--- src/rtl/dma_arb_pkg.sv ---
// Shared types for the DMA request arbiter: channel count, arbitration
// states and the 2-bit channel/priority index type.
package dma_arb_pkg;

    localparam int NUM_CH = 4;

    typedef enum logic [1:0] {
        IDLE  = 2'd0,
        REQ   = 2'd1,
        GRANT = 2'd2
    } arbState_t;

    typedef logic [1:0] chPrio_t;

    // Priority level of a channel relative to the channel currently on top.
    function automatic chPrio_t prio_of(input chPrio_t ch, input chPrio_t top);
        return ch - top;
    endfunction

endpackage

--- src/rtl/dma_prio_encoder.sv ---
// Combinational priority encoder: scans channels from top upward (mod 4)
// and returns the first valid one, which is the lowest priority number.
module dma_prio_encoder
    import dma_arb_pkg::*;
(
    input  logic [NUM_CH-1:0] validDreq_i,
    input  chPrio_t           top_i,
    output chPrio_t           winner_o,
    output logic              anyValid_o
);

    logic    found;
    chPrio_t cand;

    always_comb begin
        winner_o   = top_i;
        anyValid_o = |validDreq_i;
        found      = 1'b0;
        cand       = top_i;
        for (int p = 0; p < NUM_CH; p++) begin
            cand = top_i + chPrio_t'(p);
            if (!found && validDreq_i[cand]) begin
                winner_o = cand;
                found    = 1'b1;
            end
        end
    end

endmodule

--- src/rtl/dma_request_arbiter.sv ---
// 8237A-style DMA request arbiter: qualifies DREQ, requests the bus with
// HRQ and holds a single DACK grant until the timing FSM signals completion.
module dma_request_arbiter
    import dma_arb_pkg::*;
#(
    parameter int NUM_CH = 4
) (
    input  logic                   CLK,
    input  logic                   RESET,
    input  logic [NUM_CH-1:0]      DREQ,
    input  logic                   HLDA,
    input  logic                   dreqActiveLow,
    input  logic                   dackActiveLow,
    input  logic                   rotatingPriority,
    input  logic [NUM_CH-1:0]      mask,
    input  logic                   ctrlDisable,
    input  logic                   serviceDone,
    output logic                   hrq,
    output logic [NUM_CH-1:0]      DACK,
    output logic [NUM_CH-1:0]      chSel,
    output logic [NUM_CH-1:0]      validDreq,
    output logic [NUM_CH-1:0][1:0] chPriority,
    output logic                   busy
);

    logic [NUM_CH-1:0] validDreq_q, validDreq_d;
    arbState_t         state_q, state_d;
    chPrio_t           top_q, top_d;
    chPrio_t           winner_q, winner_d;
    chPrio_t           encWinner;
    logic              anyValid;
    logic              granted;

    assign validDreq_d = (DREQ ^ {NUM_CH{dreqActiveLow}})
                       & ~mask
                       & ~{NUM_CH{ctrlDisable}};

    // Arbitration runs on the registered request flags so the decision in
    // REQ always reflects the validDreq value visible that cycle.
    dma_prio_encoder u_prio_enc (
        .validDreq_i (validDreq_q),
        .top_i       (top_q),
        .winner_o    (encWinner),
        .anyValid_o  (anyValid)
    );

    always_comb begin
        state_d  = state_q;
        winner_d = winner_q;
        case (state_q)
            IDLE: begin
                if (anyValid) state_d = REQ;
            end
            REQ: begin
                if (!anyValid) begin
                    state_d = IDLE;
                end else if (HLDA) begin
                    state_d  = GRANT;
                    winner_d = encWinner;
                end
            end
            GRANT: begin
                // Completion takes precedence over a simultaneous HLDA drop.
                if (serviceDone || !HLDA) state_d = IDLE;
            end
            default: state_d = IDLE;
        endcase
    end

    always_comb begin
        top_d = top_q;
        if (!rotatingPriority) begin
            top_d = '0;
        end else if (state_q == GRANT && serviceDone) begin
            top_d = winner_q + 2'd1;
        end
    end

    always_ff @(posedge CLK or posedge RESET) begin
        if (RESET) begin
            state_q     <= IDLE;
            top_q       <= '0;
            winner_q    <= '0;
            validDreq_q <= '0;
        end else begin
            state_q     <= state_d;
            top_q       <= top_d;
            winner_q    <= winner_d;
            validDreq_q <= validDreq_d;
        end
    end

    assign granted   = (state_q == GRANT);
    assign hrq       = (state_q == REQ) || granted;
    assign busy      = (state_q != IDLE);
    assign validDreq = validDreq_q;

    always_comb begin
        for (int i = 0; i < NUM_CH; i++) begin
            chSel[i]      = granted && (winner_q == chPrio_t'(i));
            DACK[i]       = chSel[i] ^ dackActiveLow;
            chPriority[i] = prio_of(chPrio_t'(i), top_q);
        end
    end

endmodule

--- config.mk ---
export PLATFORM = sky130hd
export DESIGN_NAME = dma_request_arbiter
export DESIGN_NICKNAME = d
export VERILOG_FILES = /design/src/rtl/dma_arb_pkg.sv /design/src/rtl/dma_prio_encoder.sv /design/src/rtl/dma_request_arbiter.sv
export SDC_FILE = /design/constraint.sdc
export NUM_CORES = 1
export LEC_CHECK = 0
export CAP_MARGIN = 30
export CORE_UTILIZATION = 39
export DETAILED_ROUTE_END_ITERATION = 10
export PLACE_DENSITY = 0.87
export SETUP_SLACK_MARGIN = 0.1
export SLEW_MARGIN = 20
export SYNTH_ARGS = -nofsm -noshare
export SYNTH_HDL_FRONTEND = slang
export SYNTH_SLANG_ARGS = --single-unit
--- constraint.sdc ---
create_clock -name CLK -period 1.58 [get_ports CLK]
set_input_delay 0.316 -clock CLK [delete_from_list [all_inputs] [get_ports CLK]]
set_output_delay 0.316 -clock CLK [all_outputs]
set_load 0.1 [all_outputs]
==> results of run 1 <==
## per-stage QoR
step,cells,utilization,hold WS [ps],setup WS (ps),setup TNS (ps)
2_1_floorplan,86,-,156,-880,-3530
3_3_place_gp,149,0.868,547,-52.7,-206
3_5_place_dp,149,0.868,564,-74.5,-273
## synthesized netlist by cell type, drive strengths merged
cell     count
dfrtp       10
inv         10
ha           7
nand2        7
nor3         6
and2         5
xnor2        5
nand3        4
nor2         4
nor2b        4
xor2         4
o21ai        3
a211oi       2
a21oi        2
a31oi        2
buf          2
clkbuf       2
a21boi       1
o211ai       1
o2bb2ai      1
o31ai        1
o41ai        1
or2b         1
or4          1
## cells by family after synthesis
family / count (synthesis) / share of synthesized area
buffers and inverters: 14 / 0.0801
flip-flops: 10 / 0.334
AO/OA/AOI/OAI: 14 / 0.135
XOR/XNOR: 9 / 0.105
adder cells (fa/ha/maj): 7 / 0.117
AND/OR/NAND/NOR: 32 / 0.229
==> reports/metrics.cfg, run 1 <==
[clocking]
htree_levels=1
numCtsBuffers=3
cts_buffer_depth=2
clock-sinks=10
cts_resized=17
cts_setup_buffers=13
holdBufCountCts=0
root_buffer=clkbuf_4

[synth]
synth_top_area_share=0.334
synthCells=86
ys_types=28
yosysWarningCount=0
synth-seq-cells=10
synth_area_um2=749
yosys.area.top_type=dfrtp_1
synth.avg_cell_area_um2=8.71
yosysSeqAreaShare=0.334
synth_nets=109
ys_top_cells_by_area=dfrtp_1, ha_1, xnor2_1

[floorplan]
io_pins=38
num_rows=15
start_util=0.425
die_y_um=45.8
die_w_um=45.8

[place]
port_buffers=37
placed_area_um2=1530
dpl.hpwl_um=1960
gp_congestion=0.788

[status]
error_line=[ERROR DPL-0033] detailed placement checks failed during check placement.
stop_stage=clock tree synthesis
outcome=did not finish

==> run 2, diff against run 1 <==
- CORE_AREA: not set -> 2 2 63 65
- CORE_UTILIZATION: 39 -> not set
- DIE_AREA: not set -> 0 0 65 67
- PLACE_DENSITY: 0.87 -> not set
- PLACE_DENSITY_LB_ADDON: not set -> 0.15
- SETUP_SLACK_MARGIN: 0.1 -> not set
==> reports/metrics.cfg, run 2 <==
[synth]
ys.flop_type=dfrtp_1  ; unchanged
synthTopCellsByCount=dfrtp_1, inv_1, ha_1, nand2_1, nor3_1  ; unchanged
yosysSeqAreaShare=0.334  ; unchanged
synth-seq-cells=10  ; unchanged
ys_top_cells_by_area=dfrtp_1, ha_1, xnor2_1  ; unchanged
synth_nets=109  ; unchanged
yosysWarningCount=0  ; unchanged
synthCells=86  ; unchanged
synth_area_um2=749  ; unchanged
synth_top_area_share=0.334  ; unchanged
ys_types=28  ; unchanged
yosys.area.top_type=dfrtp_1  ; unchanged
synth_edf_count=0  ; unchanged
async_flop_share=1.00  ; unchanged
synth.avg_cell_area_um2=8.71  ; unchanged

[critical_path]
path_delay_family=flip-flops
reg2reg_depth=5
critical_path.max_fanout=4
cp-end-kind=primary output
max_stage_delay_ps=420
r2r_slack_ps=120
crit_buf_inv=2
path_cells=inv_2 > ha_1 > and2_4 > xor2_4 > buf_12
critPathLaunchType=flip-flop
r2r-end=winner_q[1]$_DFFE_PP0P_
crit_end=DACK[0]
regToRegStartpoint=top_q[1]$_DFFE_PP0P_
worstSetupPathDepth=5
worstPathRequired_ps=1260
critPathKind=flip-flop to primary output
cp.arrival_ps=1400
crit_slowest_cell=dfrtp_1
cp-startpoint=winner_q[0]$_DFFE_PP0P_

[floorplan]
core-area_um2=3610
io_pins=38  ; unchanged
num_rows=22  ; was 15
die_y_um=67  ; was 45.8 um
die_w_um=65  ; was 45.8 um
start_util=0.208  ; was 0.425
dieArea_um2=4360

[status]
violations=negative setup slack
outcome=finished with violations  ; was did not finish

[cells_and_area]
drive_gt1_frac=0.507
final_net_count=162
nFillCells=327
largest_reg_flops=4
n_antenna_cell=0
layout_common_cells=buf_12, clkdlybuf4s50_1, buf_4, nand2_1, nor3_1
final_util=0.478
syn_to_final_growth_pct=130
final_common_cell=buf_12

[sta]
timing.hold.ws_ps=359
worstMarginPinSlew_ps=392
rsz0062_at_grt=yes
slew_viol_final=0
max_freq_mhz=583
hold_viol=0
post-route-period-util=1.09
clock_skew_ps=0.281
setup_ws_ps=-136
relSlewSlack=0.735
finalSetupViolations=8
period_minus_slack_ps=1720

[clocking]
cts_tree=built
htree_levels=1  ; unchanged
cts_buffer_depth=2  ; unchanged
numCtsBuffers=3  ; unchanged
root_buffer=clkbuf_8  ; was clkbuf_4
clk-insertion-delay-late_ps=240
clock-sinks=10  ; unchanged
holdBufCountCts=0  ; unchanged
clk_pin_slew_ps=50

[place]
gp_congestion=0.704  ; was 0.788
place_ws_ps=-89.0  ; was -74.5 ps
port_buffers=37  ; unchanged
dpl.hpwl_um=1620  ; was 1960 um

[global_routing]
grt_pass1_vias=786
grt_pass1_wl_um=3350
grt_overflow_total=0
grt_max_degree=11
grt_usage=0.101
antenna_found_initial=0

[pwr]
powerDensity_nw_per_um2=1460
power_leakage_nw=0.695
vdd_drop_max_uv=922
totalPowerFinal_mw=2.51

[drt]
viasPerCell=4.13
dr_wl_met2_um=1070
top_layer=met4
wl_met3_um=167
remaining_drc_errors=0
vias=768
wl_per_cell_um=11.0
drt_pass1_iterations=3
wirelength_um=2040
ant_nets=0
drt_iter0_drc=3
drt-met1-wl_um=773

[run]
max_cap_violations=0

[worst_hold_path]
hp-class=primary input to async pin

## run 2: cell counts after synthesis
No cell type changed its count.
## run 2: worst register-to-register path, cell delays in order (launching register included)
cell	delay, ps
dfrtp_4	500
buf_4	190
nor3_1	260
a31oi_1	100
a211oi_2	260
a21oi_2	40
## run 2: kinds of logic after synthesis
logic type	Yosys count	share of synthesized area
DFF	10	0.334
buffers and inverters	14	0.0801
AOI/OAI and AO/OA	14	0.135
adders and majority gates	7	0.117
and+or+nand+nor	32	0.229
xor gates and xnor gates	9	0.105
## run 2: worst min-delay path by stage
| stage | to | start |
|---|---|---|
| 3_5_place_dp | winner_q[0]$_DFFE_PP0P_ | winner_q[0]$_DFFE_PP0P_ |
| 6_report | state_q[0]$_DFFE_PP0P_ | RESET |
| 3_3_place_gp | state_q[1]$_DFFE_PP0P_ | state_q[1]$_DFFE_PP0P_ |
| 4_1_cts | state_q[0]$_DFFE_PP0P_ | RESET |
| 2_1_floorplan | state_q[0]$_DFFE_PP0P_ | RESET |
| 5_1_grt | top_q[1]$_DFFE_PP0P_ | RESET |
## run 2: where the power goes
group	total, mW	internal, mW	switching [mW]
Combinational	1.81	0.735	1.08
Sequential	0.375	0.313	0.0620
Clock	0.324	0.219	0.104
## run 2: per-layer routing
metal / up-vias / global-route usage
li1: 382 / -
met1: 352 / 0.0974
met2: 31 / 0.192
met3: 3 / 0.0321
met4: 0 / 0.0532
met5: - / 0
## run 2: final cells by class
type                            count  area, um^2  area share
Timing Repair Buffer               52         727       0.422
Multi-Input combinational cell     62         571       0.331
Sequential cell                    10         263       0.152
Tap cell                           48        60.1      0.0348
Clock buffer                        4        55.1      0.0319
Inverter                           10        48.8      0.0283
## run 2: what timing repair did
action | CTS | global route
setup endpoints to repair | 10 | 14
gates resized for setup | 8 | 3
setup buffers | 7 | 1
hold endpoints to repair | 0 | 0
pin swaps | 8 | 2
## run 2: through the flow
step	instances	TNS (ps)	area (um^2)
floorplan	86	-3510	893
global placement	174	-296	1570
detailed placement	174	-328	1570
CTS	185	-900	1710
global route	186	-1220	1720
finish	186	-788	1720
No activity file was read; power rests on OpenSTA's default activity.
==> edit (settings of run 2) <==
`NUM_CH` is set to 4 in 2 places; all go to 5.
--- a/src/rtl/dma_arb_pkg.sv
+++ b/src/rtl/dma_arb_pkg.sv
@@ -3,5 +3,5 @@
 package dma_arb_pkg;
 
-    localparam int NUM_CH = 4;
+    localparam int NUM_CH = 5;
 
     typedef enum logic [1:0] {
--- a/src/rtl/dma_request_arbiter.sv
+++ b/src/rtl/dma_request_arbiter.sv
@@ -4,5 +4,5 @@
     import dma_arb_pkg::*;
 #(
-    parameter int NUM_CH = 4
+    parameter int NUM_CH = 5
 ) (
     input  logic                   CLK,
Interface: changed (6 resized); port bits go from 38 to 45. The function was not compared with the original's and may differ.
==> edit against run 2 <==
  * The run still ends with negative setup slack left
  * Total power increased by 33%
  * Clock skew increased by 0.0012 ns
  * Design area up 16%
  * Synthesized area up 6.8%
  * Sequential cell count grew 1
  * Register-to-register slack got worse by 0.33 ns
  * Core utilization increased by 7.9 points
  * Via count rose by 9.8%
  * Wire length up 13%
  * Worst setup slack worse by 0.073 ns
  * Largest cell class unchanged
==> edit: results (changes against run 2) <==
synth.distinct_cells: 27  # -3.6%
p_comb_share_pct: 79.6  # +7.4 points
multi_input_area_share_pct: 29.3  # -3.7 points
grt_pass1_vias: 882  # +12%
clock-sinks: 11  # +1
grt_first_pass_wirelength_um: 3780  # +13%
clk_share_pct: 2.24  # -0.95 points
setup_viol: 15  # +7
syn-instance-count: 88  # +2.3%
slew_headroom_pct: 71.2  # -2.4 points
vdd_drop_max_v: 0.00164  # +78%
switching_power_mw: 1.71  # +38%
yosys-top-cells-count: "11 x dfrtp_1, 9 x inv_1, 8 x a21oi_1, 8 x ha_1"
crit_family: "simple AND/OR/NAND/NOR gates"
synthXorXnorAreaFrac_pct: 10.9  # +0.42 points
vias: 843  # +9.8%
non_clock_buffer_count: 73  # +40%
setup_ws_ns: -0.209  # -0.0727 ns
synthesis.nets: 114  # +4.6%
worstPathMaxFanout: 3  # -1
crit_arrival_ns: 1.91  # +0.51 ns
synth.area.top_cells: "dfrtp_1 34%, ha_1 13%, xnor2_1 6.6%"
drt_pre_antenna_iters: 4  # +1
failed_checks: "negative setup slack"
grt_use_met1_pct: 11.8  # +2.1 points
cts_resized: 17  # +9
routedWlPerCell_um: 11.2  # +2.4%
status: "complete, but fails checks"
finalSetupTns_ns: -1.78  # -0.996 ns
buffer_area_share_pct: 48.3  # +6.2 points
skew_ns: 0.00147  # +0.00119 ns
dp.cells: 187  # +7.5%
synth-compound-area-share_pct: 13.9  # +0.38 points
cp_slowest_cell: "or4_4"
place_ws_ns: -0.225  # -0.136 ns
dpl_cell_area_um2: 1790  # +14%
fin_nets: 184  # +14%
## edit: cell count changes after synthesis, moves of 2 or more
cell      delta
a21oi_1      +7
buf_4        +4
nor2_1       -3
a31oi_1      -2
nand2_1      -2
nand2b_1     +2
nand3_1      -2
nor2b_1      -2
o21ai_1      +2
## edit: routing by layer
| layer | vias up | share of wire [%] | routed length, um |
|---|---|---|---|
| li1 | 420 | - | - |
| met1 | 391 | 37 | 842 |
| met2 | 28 | 57 | 1310 |
| met3 | 4 | 5.5 | 126 |
| met4 | 0 | 0.95 | 22 |
| met5 | - | 0 | 0 |
## edit: final timing paths
| path | start | end | cells after the start |
|---|---|---|---|
| worst min register to register | winner_q[1] | winner_q[1] | 2 |
| worst min-delay path | RESET | state_q[1] | 2 |
| max in group asynchronous | RESET | validDreq[1] | 2 |
| min in group CLK | winner_q[1] | winner_q[1] | 2 |
| worst max register to register | validDreq[0] | state_q[0] | 4 |
| worst max-delay path | validDreq[0] | state_q[0] | 4 |
